`config.mk`:
```
export PLATFORM = sky130hd
export DESIGN_NAME = rx_word_fifo
export DESIGN_NICKNAME = d
export VERILOG_FILES = /design/src/rtl/rx_pkg.sv /design/src/rtl/sync_fifo.sv /design/src/rtl/rx_word_fifo.sv
export SDC_FILE = /design/constraint.sdc
export NUM_CORES = 1
export LEC_CHECK = 0
export CORE_AREA = 2 2 210 212
export DETAILED_ROUTE_END_ITERATION = 7
export DIE_AREA = 0 0 212 214
export GPL_ROUTABILITY_DRIVEN = 0
export PLACE_DENSITY = 0.75
export SLEW_MARGIN = 20
export SYNTH_ARGS = -nofsm -noshare
export SYNTH_HDL_FRONTEND = slang
export SYNTH_SLANG_ARGS = --single-unit
```
`constraint.sdc`:
```
create_clock -name CLK -period 10.2 [get_ports CLK]
set_input_delay 1.53 -clock CLK [delete_from_list [all_inputs] [get_ports CLK]]
set_output_delay 1.53 -clock CLK [all_outputs]
set_load 0.05 [all_outputs]
```
`src/rtl/rx_pkg.sv`:
```
// Shared types and constants for the UART receive path.
package rx_pkg;

  typedef logic [7:0]  byte_t;
  typedef logic [31:0] word_t;

  localparam int unsigned BYTES_PER_WORD = 4;

  // Line defaults, shared with the byte receiver.
  localparam int unsigned CLK_HZ         = 300_000_000;
  localparam int unsigned BAUD           = 115_200;
  localparam int unsigned BITS_PER_FRAME = 10;

  // Idle time of three byte frames. Scaled by 100 to stay within 32 bits.
  localparam int unsigned RX_IDLE_CYCLES =
      (3 * BITS_PER_FRAME * (CLK_HZ / 100)) / (BAUD / 100);

endpackage

```
`src/rtl/sync_fifo.sv`:
```
// Single-clock FIFO with first-word-fallthrough read and extra-MSB pointers.
// A push into a full FIFO is accepted only when a pop happens in the same cycle.
module sync_fifo #(
  parameter int unsigned WIDTH      = 32,
  parameter int unsigned DEPTH_LOG2 = 4
) (
  input  logic                  clk_i,
  input  logic                  rst_ni,
  input  logic                  push_i,
  input  logic [WIDTH-1:0]      data_i,
  input  logic                  pop_i,
  output logic [WIDTH-1:0]      data_o,
  output logic                  empty_o,
  output logic                  full_o,
  output logic [DEPTH_LOG2:0]   level_o
);

  localparam int unsigned Depth = 1 << DEPTH_LOG2;

  logic [WIDTH-1:0]    mem_q [Depth];
  logic [DEPTH_LOG2:0] wr_ptr_q, wr_ptr_d;
  logic [DEPTH_LOG2:0] rd_ptr_q, rd_ptr_d;
  logic                do_push, do_pop;

  // Status, handshake qualification and pointer advance.
  always_comb begin
    empty_o  = (wr_ptr_q == rd_ptr_q);
    full_o   = (wr_ptr_q[DEPTH_LOG2] != rd_ptr_q[DEPTH_LOG2]) &&
               (wr_ptr_q[DEPTH_LOG2-1:0] == rd_ptr_q[DEPTH_LOG2-1:0]);
    do_pop   = pop_i && !empty_o;
    do_push  = push_i && (!full_o || do_pop);
    wr_ptr_d = do_push ? wr_ptr_q + 1'b1 : wr_ptr_q;
    rd_ptr_d = do_pop  ? rd_ptr_q + 1'b1 : rd_ptr_q;
    level_o  = wr_ptr_q - rd_ptr_q;
    data_o   = mem_q[rd_ptr_q[DEPTH_LOG2-1:0]];
  end

  // Pointer registers.
  always_ff @(posedge clk_i or negedge rst_ni) begin
    if (!rst_ni) begin
      wr_ptr_q <= '0;
      rd_ptr_q <= '0;
    end else begin
      wr_ptr_q <= wr_ptr_d;
      rd_ptr_q <= rd_ptr_d;
    end
  end

  // Storage; not reset. On full+pop+push the write slot is the one being read out.
  always_ff @(posedge clk_i) begin
    if (do_push) begin
      mem_q[wr_ptr_q[DEPTH_LOG2-1:0]] <= data_i;
    end
  end

endmodule

```
`src/rtl/rx_word_fifo.sv`:
```
// Packs received UART bytes MSB-first into 32-bit words and buffers them.
// Optional partial-word idle timeout: define RX_TIMEOUT_EN.
module rx_word_fifo
  import rx_pkg::*;
#(
  parameter int unsigned              DEPTH_LOG2     = 4,
  parameter int unsigned              TIMEOUT_WIDTH  = 17,
  parameter logic [TIMEOUT_WIDTH-1:0] TIMEOUT_CYCLES = TIMEOUT_WIDTH'(RX_IDLE_CYCLES)
) (
  input  logic                  CLK,
  input  logic                  RSTN,
  input  logic [7:0]            in_data,
  input  logic                  in_valid,
  output logic [31:0]           out_word,
  output logic                  out_valid,
  input  logic                  out_ready,
  output logic [DEPTH_LOG2:0]   level,
  output logic [1:0]            byte_idx,
  output logic                  overflow,
  input  logic                  clr_ovf,
  input  logic                  abort
);

  localparam logic [1:0] LastIdx = 2'(BYTES_PER_WORD - 1);

  if (DEPTH_LOG2 < 1) begin : g_depth_chk
    $error("rx_word_fifo: DEPTH_LOG2 must be at least 1");
  end
  if (TIMEOUT_CYCLES < 2) begin : g_timeout_chk
    $error("rx_word_fifo: TIMEOUT_CYCLES must be at least 2");
  end

  logic [1:0]  byte_idx_q, byte_idx_d;
  logic [23:0] acc_q, acc_d;
  logic        ovf_q, ovf_d;
  logic        push, pop, drop, timeout_fire;
  logic        fifo_empty, fifo_full;
  word_t       push_word;

  // Byte assembler: abort beats a strobe, a strobe beats the timeout.
  always_comb begin
    byte_idx_d = byte_idx_q;
    acc_d      = acc_q;
    push       = 1'b0;
    push_word  = {acc_q, in_data};
    if (abort) begin
      byte_idx_d = 2'd0;
    end else if (in_valid) begin
      if (byte_idx_q == LastIdx) begin
        push       = 1'b1;
        byte_idx_d = 2'd0;
      end else begin
        acc_d      = {acc_q[15:0], in_data};
        byte_idx_d = byte_idx_q + 2'd1;
      end
    end else if (timeout_fire) begin
      byte_idx_d = 2'd0;
    end
  end

  // Drop detection and sticky overflow; a simultaneous drop outranks the clear.
  always_comb begin
    pop   = !fifo_empty && out_ready;
    drop  = push && fifo_full && !pop;
    ovf_d = (ovf_q && !clr_ovf) || drop;
  end

  // Assembler and overflow registers.
  always_ff @(posedge CLK or negedge RSTN) begin
    if (!RSTN) begin
      byte_idx_q <= 2'd0;
      acc_q      <= '0;
      ovf_q      <= 1'b0;
    end else begin
      byte_idx_q <= byte_idx_d;
      acc_q      <= acc_d;
      ovf_q      <= ovf_d;
    end
  end

`ifdef RX_TIMEOUT_EN
  logic [TIMEOUT_WIDTH-1:0] idle_cnt_q, idle_cnt_d;

  // Idle counter for a partial word; firing resynchronises the word boundary.
  always_comb begin
    idle_cnt_d   = idle_cnt_q;
    timeout_fire = 1'b0;
    if (abort || in_valid || (byte_idx_q == 2'd0)) begin
      idle_cnt_d = '0;
    end else if (idle_cnt_q == TIMEOUT_CYCLES - 1'b1) begin
      idle_cnt_d   = '0;
      timeout_fire = 1'b1;
    end else begin
      idle_cnt_d = idle_cnt_q + 1'b1;
    end
  end

  // Idle counter register.
  always_ff @(posedge CLK or negedge RSTN) begin
    if (!RSTN) begin
      idle_cnt_q <= '0;
    end else begin
      idle_cnt_q <= idle_cnt_d;
    end
  end
`else
  assign timeout_fire = 1'b0;
`endif

  sync_fifo #(
    .WIDTH      (32),
    .DEPTH_LOG2 (DEPTH_LOG2)
  ) u_fifo (
    .clk_i   (CLK),
    .rst_ni  (RSTN),
    .push_i  (push),
    .data_i  (push_word),
    .pop_i   (pop),
    .data_o  (out_word),
    .empty_o (fifo_empty),
    .full_o  (fifo_full),
    .level_o (level)
  );

  assign out_valid = !fifo_empty;
  assign byte_idx  = byte_idx_q;
  assign overflow  = ovf_q;

endmodule

```
# After elaboration in Yosys (flattened, before gate mapping)
# Memory sizes are Yosys's and may differ from the RTL's.
# Index checks and enable logic that the tools add are counted.
dict set report word_totals {
  inputBits 14
  elab_cells 39
  ff_bits 37
  mem_bits_rw 512
  mem_count 1
  out_inout_bits 41
}
# memory words width rd rd_clocked_by_memory_dff write_ports line_no
set memory_table {}
lappend memory_table {u_fifo.mem_q 16 32 1 0 1 sync_fifo.sv:20} ;# logic [WIDTH-1:0] mem_q [Depth];
dict set report classes {
  eq_ne 4
  n_reduce_logical 15
  n_bitwise 2
  n_mux 8
  addsub 4
}
# op n
set op_table {}
lappend op_table {{$add 5x1->5 const B} 2}
lappend op_table {{$logic_and 1x1->1} 7}
lappend op_table {{$mux 2} 3}
lappend op_table {{$eq 5x5->1} 1}
lappend op_table {{$mux 1} 5}
lappend op_table {{$sub 5x5->5} 1}
lappend op_table {{$eq 4x4->1} 1}
lappend op_table {{$logic_not 1->1} 4}
lappend op_table {{$reduce_and 3->1} 1}
lappend op_table {{$add 2x1->2 const B} 1}
lappend op_table {{$eq 2x2->1 const B} 1}
lappend op_table {{$logic_or 1x1->1} 2}
lappend op_table {{$not 1->1} 2}
lappend op_table {{$reduce_bool 2->1} 1}
lappend op_table {{$ne 1x1->1} 1}

# Longest topological paths before layout
dict set report logic_depth {
  depth_word 8
  ltp_mapped 10
  mapped_depth_nobuf 7
}

# Cells and area by module
# A second synthesis with hierarchy kept.
dict set report unflattened {
  hier_cells 1002
  area_unflattened_um2 21333.0
}
# mod n_inst cells_each area_per_inst_um2 seq_area_each_um2
set modules_own_cells {}
lappend modules_own_cells {sync_fifo 1 937 20270.7 15625.0}
lappend modules_own_cells {rx_word_fifo 1 65 1062.3 675.6}

# Worst setup path before layout
# OpenSTA, ideal clock, no wires.
dict set report synth_timing {
  path_type {input to register}
  startpoint {in abort}
  endpoint {mem u_fifo.mem_q[4][0] (enable)}
  arrival_time_ns 4.591
  cell_stages 5
  path_slack_ns 5.141
  t_required_ns 9.732
  setup_time_ns 0.468
  n_path_buf 1
  path_cell_list {nand3b_1 -> a31oi_1 -> buf_2 -> nand2_1 -> nor3b_1}
}
dict set report synth_via {
  elab_chain_len 4
}
# item line_no
set synth_lines {}
lappend synth_lines {{start: declaration} rx_word_fifo.sv:21} ;# input logic abort
lappend synth_lines {{$mux 1} rx_word_fifo.sv:46} ;# if (abort) begin
lappend synth_lines {{$logic_and 1x1->1} sync_fifo.sv:31} ;# do_push = push_i && (!full_o || do_pop);
lappend synth_lines {{$mux 1} sync_fifo.sv:51} ;# if (do_push) begin
lappend synth_lines {{$mux 1 (implied by the code)} sync_fifo.sv:52} ;# mem_q[wr_ptr_q[DEPTH_LOG2-1:0]] <= data_i;
lappend synth_lines {{end: declaration} sync_fifo.sv:20}
# No other way between the ends.

# Final worst setup path
dict set report layout_timing {
  startpoint {reg u_fifo.rd_ptr_q[0]}
  endpoint {out level[4]}
}
dict set report layout_via {
  elab_chain_len 1
}
# item line_no
set layout_lines {}
lappend layout_lines {{start: declaration} sync_fifo.sv:22} ;# logic [DEPTH_LOG2:0] rd_ptr_q, rd_ptr_d;
lappend layout_lines {{start signal: assignment} sync_fifo.sv:45} ;# rd_ptr_q <= rd_ptr_d;
lappend layout_lines {{$sub 5x5->5} sync_fifo.sv:34} ;# level_o = wr_ptr_q - rd_ptr_q;
lappend layout_lines {{end: declaration} rx_word_fifo.sv:17} ;# output logic [DEPTH_LOG2:0] level,
# No other way between the ends.

==> out/metrics.csv <==
metric,value,unit
status,"finished, final reports clean",
largest family of logic cells by synthesized area,multiplexers,
required time worst endpoint,8.67,ns
Core Box Area,0.0429,mm^2
# resized after CTS,0,
final core utilization,56.3,%
CTS tree,built,
Place WS,4.95,ns
"EDFF count, synth",512,
fmax,0.175,GHz
Pins Over Slew Limit,0,
slack of the critical path,4.50,ns
CP max stage delay,0.83,ns
top_reg_cell synth,edfxtp_1,
die area,0.0454,mm^2
io pins,55,
ys async rst share,6.74,%
slowest CP cell,clkdlybuf4s50_1,
vias in the first global route,10623,
Compound-Gate Fraction of Synth Area,3.46,%
CP startpoint kind,flip-flop,
area grow syn2layout,13.2,%
worst hold path type,flip-flop to flip-flop,
syn_nets,1023,
Yosys warning count,0,
layout cells sized above 1,20.9,%
GRT overflow,0,
# diodes,0,
CP arrival,4.17,ns
CP Capture Type,output port,
Gate power share,33.0,%
WL final,45.3,mm
mux cell area share after synthesis,16.1,%
power per cell area,286,mW/mm^2
Slew @ Worst Pin,1.14,ns
FP Rows,76,
Yosys reg bits,549,
CP Max Fanout,41,
distinct cell type count of the synthesized netlist,38,
clk sinks,549,
DPL Wire Length,22.8,mm
RSZ-0062 raised after global routing,no,
Hold Buf Count CTS,0,
period utilization,55.9,%
Clock Skew,0.0193,ns
switching power share of the total,34.0,%
Nets,1093,
vias,10227,
wire per inst,26.7,um
Peak VDD IR,0.000299,V
DIE WIDTH,212,um
P_int,4560,uW
Antenna Violating Nets Remaining,0,
Seq pwr share,40.1,%
first-pass GRT wire length,67.4,mm
initial DRC count,1106,
clk_lat worst skew,0.57,ns
clk buf depth,3,
Post-Synth Adder-Cell Area,0.681,%
IO Port Bufs,54,
Setup-failing EPs final,0,
max cap viols,0,
pin count of the biggest net entering global routing,163,
Setup TNS,0,ns
Tot GR Track Use,20.3,%
final hold viol count,0,
Post-CTS Setup Bufs,0,
Leakage,0.00786,uW
Remaining DRCs,0,
antenna violations before repair,1,
mapped cell area,0.0213,mm^2
H-tree depth,2,
xor/xnor share of the synthesized area,0.534,%
Starting Density,49.7,%
part of the Yosys area used for sequential elements,76.4,%
Die H,214,um
Syn Area/Cell,21.4,um^2
CTS Buf Count,50,
crit path cell chain,buf_4 -> ha_1 -> inv_1 -> fa_1 -> a21o_1 -> a21oi_1 -> xnor2_1 -> clkdlybuf4s50_1,
max_slew headroom,24.1,%
crit path kind,flip-flop to output port,
Cells after Synth,998,
Pre-antenna DRT Iters,5,
Final min period,5.70,ns
via-per-instance ratio,6.04,
Sw Pwr,2350,uW
clock tree root driver cell,clkbuf_16,
Simple-Gate Fraction of Synth Area,1.07,%
"Reg clk slew, reported paths",0.06,ns
power share of the clock group,26.9,%
power by group through the flow:
stage | registers, uW | logic [uW] | clock network (uW)
floorplan | 2730 | 1700 | 0
global placement | 2810 | 2260 | 0
detailed placement | 2830 | 2280 | 0
CTS | 2780 | 2290 | 1870
global route | 2800 | 2390 | 1960
finish | 2770 | 2280 | 1860
cell families after synthesis:
logic type,count (synthesis)
AND/OR/NAND/NOR,38
multiplexers,217
flip-flops,549
XOR/XNOR,13
AO/OA/AOI/OAI,106
buffers and inverters,64
adder cells (fa/ha/maj),11
path summary, 6_finish.rpt:
path	from	end	slack [ns]	cells past startpoint
max	u_fifo.rd_ptr_q[0]	level[4]	4.50	8
min	u_fifo.rd_ptr_q[4]	u_fifo.rd_ptr_q[4]	0.53	1
max reg2reg	u_fifo.rd_ptr_q[3]	u_fifo.mem_q[7][10]	4.82	9
min reg2reg	u_fifo.rd_ptr_q[4]	u_fifo.rd_ptr_q[4]	0.53	1
max in group asynchronous	RSTN	u_fifo.rd_ptr_q[0]	8.73	1
min in group asynchronous	RSTN	acc_q[22]	0.98	1
sequential cells by signal, indices dropped and copies added, names as in the netlist:
signal	cells
acc_q	24
byte_idx	2
overflow	1
u_fifo.mem_q	512
u_fifo.rd_ptr_q	5
u_fifo.wr_ptr_q	5
cell usage in the layout, fill, tap and decap left out, drive strengths merged:
master         count
buf               19
inv               11
and3               4
dfrtp             37
clkbuf            67
and2              10
bufinv             4
nand4              2
mux2i             97
mux2              24
clkinv            18
o21ai             34
xor2               4
nand3              2
nor2               3
a32oi             32
a22oi             32
nor3               2
fa                 1
mux4              96
nand3b             1
a31oi              1
clkdlybuf4s50     53
and4               1
nor3b              5
nand2              6
xnor2              9
clkinvlp           3
o22ai              1
edfxtp           512
ha                10
a21o               2
a21oi              4
and3b              1
nor2b              1
metrics by stage:
step	area (um^2)	hold WS (ns)	power, uW	cells
2_1_floorplan	21300	0.498	4430	998
3_3_place_gp	22500	0.518	5070	1600
3_5_place_dp	22500	0.527	5110	1601
4_1_cts	24100	0.536	6940	1694
5_1_grt	24100	0.575	7150	1694
6_report	24100	0.532	6910	1694
critical path: cells and delay by family (launching register included):
family / cells / cell delay (ns)
xor+xnor: 1 / 0.13
compound gates: 2 / 0.36
flops: 1 / 0.72
fa+ha+maj: 2 / 0.66
buf+inv: 3 / 1.67
routing by layer:
layer / part of all wire [%] / global-route usage, % / vias to the layer above
met5: 0.035 / 0 / -
met4: 2.8 / 6.27 / 2
met3: 7.0 / 3.46 / 104
met2: 50 / 33.1 / 437
met1: 40 / 28.2 / 5381
li1: - / - / 4303
synth_stat cells (4+ instances only):
master    count  area [um^2]
a21oi_1       4         20.0
a22oi_1      32          240
a32oi_1      32          280
and2_1       10         62.6
and3_1        4         25.0
buf_12        4         80.1
buf_2        32          160
clkbuf_1     14         52.6
dfrtp_1      37          926
edfxtp_1    512        15400
ha_1         10          125
inv_1         9         33.8
mux2_2       24          270
mux2i_1      97          971
mux4_1        9          236
mux4_2       87         1960
nand2_1       6         22.5
nor3b_1       5         37.5
o21ai_1      32          160
xnor2_1       9         78.8
xor2_1        4         35.0
final cells by class:
| class | instances | area, um^2 |
|---|---|---|
| clock buffer | 67 | 1400 |
| multi-input combinational | 385 | 4730 |
| tap | 585 | 732 |
| fill | 3076 | 18700 |
| clock inverter | 26 | 239 |
| timing repair buffer | 72 | 698 |
| inverter | 10 | 37.5 |
| sequential | 549 | 16300 |
Note: power is estimated with default switching activity, not from simulation.
